==> config.mk <==
export PLATFORM = sky130hd
export DESIGN_NAME = mem_bus_arbiter
export DESIGN_NICKNAME = d
export VERILOG_FILES = /design/src/rtl/mem_bus_arbiter.sv
export SDC_FILE = /design/constraint.sdc
export NUM_CORES = 1
export LEC_CHECK = 0
export BUFFER_PORTS_ARGS = -buffer_cell sky130_fd_sc_hd__buf_2
export CAP_MARGIN = 25
export CORE_MARGIN = 5
export CORE_UTILIZATION = 46
export CTS_CLUSTER_DIAMETER = 120
export DETAILED_ROUTE_END_ITERATION = 10
export PLACE_DENSITY_LB_ADDON = 0.12
export SLEW_MARGIN = 20
export SYNTH_ARGS = -nofsm -noshare
export SYNTH_HDL_FRONTEND = slang
export SYNTH_SLANG_ARGS = --single-unit
==> constraint.sdc <==
create_clock -name clk -period 2.4 [get_ports clk]
set_input_delay 0.24 -clock clk [delete_from_list [all_inputs] [get_ports clk]]
set_output_delay 0.24 -clock clk [all_outputs]
set_load 0.01 [all_outputs]
==> src/rtl/mem_bus_arbiter.sv <==
// mem_bus_arbiter: two-port round-robin arbiter and sequencer in front of memory_bus.
//
// Port 0 (CPU core) and port 1 (loader/DMA master) share one ROM/RAM/peripheral bus.
// One transaction is in flight at a time:
//   IDLE  -> pick a requester, latch its fields onto the bus registers
//   ISSUE -> bus_enable (and write_enable for writes) high for this one cycle, grant pulse
//   WAIT  -> MEM_LATENCY cycles; read data captured in the last of them
//   DONE  -> done pulse to the selected port
//
// Parameters:
//   MEM_LATENCY  cycles from the bus_enable cycle until bus_data_out is valid (1..7)
//
// Ports:
//   clk, reset                  system clock, synchronous active-high reset
//   mN_req                      request, held with stable fields until mN_done
//   mN_address/_write_enable    transaction address and direction (1 = write)
//   mN_write_data/_write_mask   write data and per-byte mask (1 = preserve lane)
//   mN_grant                    one-cycle pulse in port N's issue cycle
//   mN_done                     one-cycle pulse when port N's transaction completes
//   mN_read_data                last read data returned to port N
//   bus_*                       memory_bus address/data/mask/enable/write_enable
//   bus_data_out                memory_bus read data
//   busy                        high whenever a transaction is in flight
module mem_bus_arbiter #(
  parameter int unsigned MEM_LATENCY = 1
) (
  input  logic        clk,
  input  logic        reset,

  input  logic        m0_req,
  input  logic [15:0] m0_address,
  input  logic        m0_write_enable,
  input  logic [31:0] m0_write_data,
  input  logic [3:0]  m0_write_mask,
  output logic        m0_grant,
  output logic        m0_done,
  output logic [31:0] m0_read_data,

  input  logic        m1_req,
  input  logic [15:0] m1_address,
  input  logic        m1_write_enable,
  input  logic [31:0] m1_write_data,
  input  logic [3:0]  m1_write_mask,
  output logic        m1_grant,
  output logic        m1_done,
  output logic [31:0] m1_read_data,

  output logic [15:0] bus_address,
  output logic [31:0] bus_data_in,
  output logic [3:0]  bus_write_mask,
  output logic        bus_enable,
  output logic        bus_write_enable,
  input  logic [31:0] bus_data_out,

  output logic        busy
);

  typedef enum logic [1:0] {StIdle, StIssue, StWait, StDone} state_e;

  localparam logic [2:0] LatCount = 3'(MEM_LATENCY);

  state_e     state_q;
  logic       last_grant_q;  // port granted most recently; the other one wins a tie
  logic       sel_q;         // port owning the transaction in flight
  logic       we_q;          // direction of the transaction in flight
  logic [2:0] count_q;       // remaining WAIT cycles
  logic       pick;

  // Lone requester wins; on a tie the port that was not granted last wins.
  assign pick = m1_req & (~m0_req | ~last_grant_q);

  assign busy = (state_q != StIdle);

  always_ff @(posedge clk) begin
    if (reset) begin
      state_q          <= StIdle;
      last_grant_q     <= 1'b1;
      sel_q            <= 1'b0;
      we_q             <= 1'b0;
      count_q          <= 3'd0;
      bus_address      <= 16'h0000;
      bus_data_in      <= 32'h0000_0000;
      bus_write_mask   <= 4'hf;
      bus_enable       <= 1'b0;
      bus_write_enable <= 1'b0;
      m0_grant         <= 1'b0;
      m1_grant         <= 1'b0;
      m0_done          <= 1'b0;
      m1_done          <= 1'b0;
      m0_read_data     <= 32'h0000_0000;
      m1_read_data     <= 32'h0000_0000;
    end else begin
      // Pulsed outputs default low; only the transitions below raise them.
      m0_grant         <= 1'b0;
      m1_grant         <= 1'b0;
      m0_done          <= 1'b0;
      m1_done          <= 1'b0;
      bus_enable       <= 1'b0;
      bus_write_enable <= 1'b0;

      case (state_q)
        StIdle: begin
          if (m0_req || m1_req) begin
            sel_q        <= pick;
            last_grant_q <= pick;
            count_q      <= LatCount;
            bus_enable   <= 1'b1;
            state_q      <= StIssue;
            if (pick) begin
              bus_address      <= m1_address;
              bus_data_in      <= m1_write_data;
              bus_write_mask   <= m1_write_mask;
              we_q             <= m1_write_enable;
              bus_write_enable <= m1_write_enable;
              m1_grant         <= 1'b1;
            end else begin
              bus_address      <= m0_address;
              bus_data_in      <= m0_write_data;
              bus_write_mask   <= m0_write_mask;
              we_q             <= m0_write_enable;
              bus_write_enable <= m0_write_enable;
              m0_grant         <= 1'b1;
            end
          end
        end

        StIssue: begin
          state_q <= StWait;
        end

        StWait: begin
          count_q <= count_q - 3'd1;
          if (count_q == 3'd1) begin
            // Last WAIT cycle: bus_data_out is valid now.
            if (!we_q) begin
              if (sel_q) m1_read_data <= bus_data_out;
              else       m0_read_data <= bus_data_out;
            end
            if (sel_q) m1_done <= 1'b1;
            else       m0_done <= 1'b1;
            state_q <= StDone;
          end
        end

        StDone: begin
          state_q <= StIdle;
        end

        default: begin
          state_q <= StIdle;
        end
      endcase
    end
  end

endmodule

* Yosys cells after proc, flatten, opt, wreduce, memory -nomap -nowiden *
Index checks and enable logic that the tools add are counted.

storage, ports and cells
  register bits after elaboration = 130
  input port bits = 142

operators by class
  add/subtract/negate cells = 1
  equal/unequal tests = 6
  multiplexer cells = 14
  bitwise operators = 10
  reductions and logical operators = 12

operator list
  cell                   count
  $mux W32               1
  $mux W16               1
  $not A1 Y1             8
  $pmux W2 S4            1
  $reduce_and A4 Y1      2
  $mux W1                6
  $pmux W3 S2            1
  $reduce_and A2 Y1      3
  $reduce_or A3 Y1       2
  $eq A2 B2 Y1 const B   2
  $mux W2                2
  $mux W4                1
  $ne A2 B2 Y1 const B   2
  $reduce_bool A2 Y1     2
  $eq A3 B1 Y1 const B   1
  $mux W3                1
  $sub A3 B1 Y3 const B  1
  $eq A2 B1 Y1 const B   1
  $logic_not A2 Y1       1
  $reduce_or A2 Y1       1
  $and A1 B1 Y1          1
  $logic_or A1 B1 Y1     1
  $or A1 B1 Y1           1

* Logic depth before layout (Yosys ltp) *
  depth in word-level cells = 4
  mapped depth = 8
  mapped depth without buffers = 5

* Worst setup path before layout *
Ideal clock, no wire load.

  path type = flip-flop to flip-flop
  start point = register state_q[0]
  end point = register m1_read_data[12]
  library setup time = 0.118 ns
  data arrival time = 1.557 ns
  slack = 0.725 ns
  stages on the path, launching flop included = 8
  cell sequence = dfxtp_1 -> inv_1 -> ha_1 -> nand2_1 -> or4b_1 -> buf_6 -> buf_12 -> mux2i_1

on the way
  longest elaborated chain between the ends = 2

ends and longest elaborated chain
  element                             line  RTL
  from (decl)                         62    state_e state_q;
  from (signal assigned)              76    state_q <= StIdle;
  from (signal assigned)              108   state_q <= StIssue;
  from (signal assigned)              128   state_q <= StWait;
  $eq A2 B2 Y1                        101   case (state_q)
  $reduce_and A4 Y1 (no source line)  -
  to (signal assigned)                136   if (sel_q) m1_read_data <= bus_data_out;
  to (decl)                           46    output logic [31:0] m1_read_data,

No other way between the ends.
A chain may end at the register's enable or synchronous reset.

* Worst setup path after layout *
  start point = register state_q[0]
  end point = register bus_data_in[10]

on the way
  longest elaborated chain between the ends = 2

ends and longest elaborated chain
  element                             line  RTL
  $logic_not A2 Y1                    101
  $reduce_and A2 Y1 (no source line)  -
  to (signal assigned)                111   bus_data_in <= m1_write_data;
  to (signal assigned)                118   bus_data_in <= m0_write_data;
  to (decl)                           49    output logic [31:0] bus_data_in,

No other way between the ends.

==> impl_metrics.tcl <==
set metrics [dict create \
    critPathSlowestCell "ha_1" \
    grt_use_total_pct 21.00 \
    area_growth_pct 36.78 \
    yosys-top-cells-count "dfxtp_1, nand2b_1, mux2i_1, nand2_1, nor2_1" \
    async_flop_share_pct 0 \
    place.gp.congestion 0.7674 \
    synthesis.area_sq_mm 0.005528 \
    drt-initial-drc-count 255 \
    io_pins 265 \
    cts.reportedPaths.clkPinSlew_ps 60 \
    grt_pass1_wl_microns 24410 \
    post_synth_num_cell_types 36 \
    cap_violations 0 \
    ys_seq_area_share_pct 47.08 \
    maxSlewViolCount 0 \
    relSlewSlack_pct 45.45 \
    dpl_cell_area_sq_mm 0.006932 \
    cp_slowest_stage_delay_ps 420 \
    crit_fanout 40 \
    required_ps 2710 \
    drt_drc_violations_left 0 \
    hp-class "in2reg" \
    path_cells "inv_1 > ha_1 > o21a_2 > buf_12 > nor2_1 > a211oi_1" \
    cts_buffer_depth 2 \
    cp-start-kind "flip-flop" \
    netlist.top_cell.by_area "dfxtp_1" \
    ys_ff_latch 130 \
    die_w_microns 119.6 \
    grt_setup_unrepaired "false" \
    syn_avg_cell_area_sq_um 9.152 \
    dr.pass1.iters 4 \
    tightest_slew_ps 818.2 \
    root_buffer "clkbuf_16" \
    vias 5143 \
    layout.nets 996 \
    synth_warnings 0 \
    critPathArrivalTime_ps 2250 \
    ir_worst_vdd_mv 0.4840 \
    syn_inst 604 \
    p_per_area_mw_per_mm2 1031 \
    diodes 0 \
    grt_pass1_vias 5152 \
    cts.sinks 130 \
    coreArea_sq_mm 0.01191 \
    yosysMostFrequentCell "dfxtp_1" \
    wire_per_inst_microns 15.18 \
    initial_core_util_pct 46.41 \
    grt_max_degree 113 \
    yosysTopAreaCellShare_pct 47.08 \
    synth_edf_count 0 \
    die_h_microns 119.6 \
    finalSetupViolCount 0 \
    rows 40 \
    clock_latency_ps 410 \
    p_leak_nw 3.720 \
    dieArea_sq_mm 0.01431 \
    crit_family "compound AO/OA/AOI/OAI gates" \
    period_share_pct 80.83 \
    cp_num_buf_inv 2 \
    fin_crit_ps 1940 \
    end_kind "flip-flop" \
    yosys-top-cells-area "dfxtp_1, mux2i_1, nand2b_1, a211oi_1, a21oi_1" \
    timing.setup.tns_ps 0 \
    grt.overflow.total 0 \
    hold_violations 0 \
    critPathKind "reg2reg" \
    status "finished clean" \
    cts.repair.resized 0 \
    viasPerCell 5.102 \
    fmax_mhz 515.5 \
    drive_above_1_share_pct 36.24 \
    antenna_found_initial 1 \
    cts_tree "done" \
    htreeDepth 4 \
    synth_flop_cell "dfxtp_1" \
    finalClockSkew_ps 7.809 \
    design_area_sq_mm 0.007561 \
    cts_buffers 17 \
    portBuffers 264 \
    antenna_left 0 \
    postCtsSetupBuffers 0 \
    syn-num-nets 752 \
    dp_hpwl_microns 10990 \
    wirelength_microns 15300 \
    hold_buffers 0 \
]
==> area by class of cell <==
| cell class | count | area [sq um] |
|---|---|---|
| clock buffer | 22 | 474.2 |
| clock inverter | 10 | 155.1 |
| fill | 1026 | 4350 |
| inverter | 5 | 18.77 |
| multi-input combinational | 420 | 2690 |
| sequential | 130 | 2603 |
| tap | 147 | 183.9 |
| timing repair buffer | 274 | 1436 |
==> per-stage QoR <==
step | util [%] | worst slack, ps | hold slack (ps) | power [mW] | std cells
2_1_floorplan | - | 725.0 | 381.1 | 4.249 | 604
3_3_place_gp | 58.19 | 534.7 | 455.0 | 5.058 | 976
3_5_place_dp | 58.19 | 468.7 | 460.8 | 5.138 | 976
4_1_cts | 63.48 | 467.4 | 52.91 | 7.891 | 1008
5_1_grt | 63.48 | 267.9 | 60.45 | 8.274 | 1008
6_report | 63.48 | 460.1 | 72.66 | 7.796 | 1008
==> placed cells by master (no fill, tap or decap), types with 3 or more instances in the layout <==
master / Yosys / layout
a211oi_1: 49 / 49
a21oi_1: 50 / 50
a31oi_1: 7 / 7
buf_12: 2 / 3
buf_2: 13 / 263
buf_4: 2 / 8
bufinv_16: 0 / 4
clkbuf_16: 0 / 17
clkbuf_8: 0 / 3
clkinv_2: 0 / 4
dfxtp_1: 130 / 130
ha_1: 6 / 6
inv_1: 5 / 5
mux2i_1: 65 / 65
nand2_1: 59 / 59
nand2b_1: 99 / 99
nor2_1: 54 / 54
nor3_1: 6 / 6
o21ai_0: 3 / 3
==> per-layer routing <==
layer	track usage, %	vias up	part of all wire [%]
met2	36.09	194	49
met4	8.733	2	2.4
met3	7.870	32	8.6
li1	-	2539	-
met1	23.37	2376	40
met5	0	-	0.046
==> power breakdown <==
part	internal (mW)	switching [mW]	leakage (nW)
sequential	2.57	0.235	1.06
combinational	0.955	1.32	2.35
clock	1.81	0.906	0.306
total	5.34	2.46	3.72
==> flip-flops by register name, summed over array words and instances, names as in the netlist <==
register          flops
bus_enable            1
m1_read_data         32
state_q               2
sel_q                 1
count_q               3
m1_done               1
m0_grant              1
bus_write_mask        4
m1_grant              1
m0_read_data         32
bus_address          16
bus_data_in          32
m0_done               1
last_grant_q          1
bus_write_enable      1
we_q                  1
==> cells by family after synthesis <==
group	Yosys count	synth area share (%)
multiplexers	65	11.77
AO/OA/AOI/OAI	117	13.35
adder cells (fa/ha/maj)	6	1.358
buffers and inverters	54	4.957
AND/OR/NAND/NOR	232	21.48
flip-flops	130	47.08
==> path summary, 6_finish.rpt <==
check | cells past startpoint | from | slack, ps | end
setup / recovery | 6 | state_q[0] | 460 | bus_data_in[10]
hold / removal | 3 | m0_write_data[23] | 70 | bus_data_in[23]
setup reg to reg | 6 | state_q[0] | 460 | bus_data_in[10]
hold reg to reg | 2 | m1_read_data[4] | 470 | m1_read_data[4]
==> worst register-to-register path: stages (launching register included) <==
cell and delay [ps]:
dfxtp_1 290, inv_1 140, ha_1 420, o21a_2 420
buf_12 250, nor2_1 90, a211oi_1 240
Power figures use the tool's default switching activity.
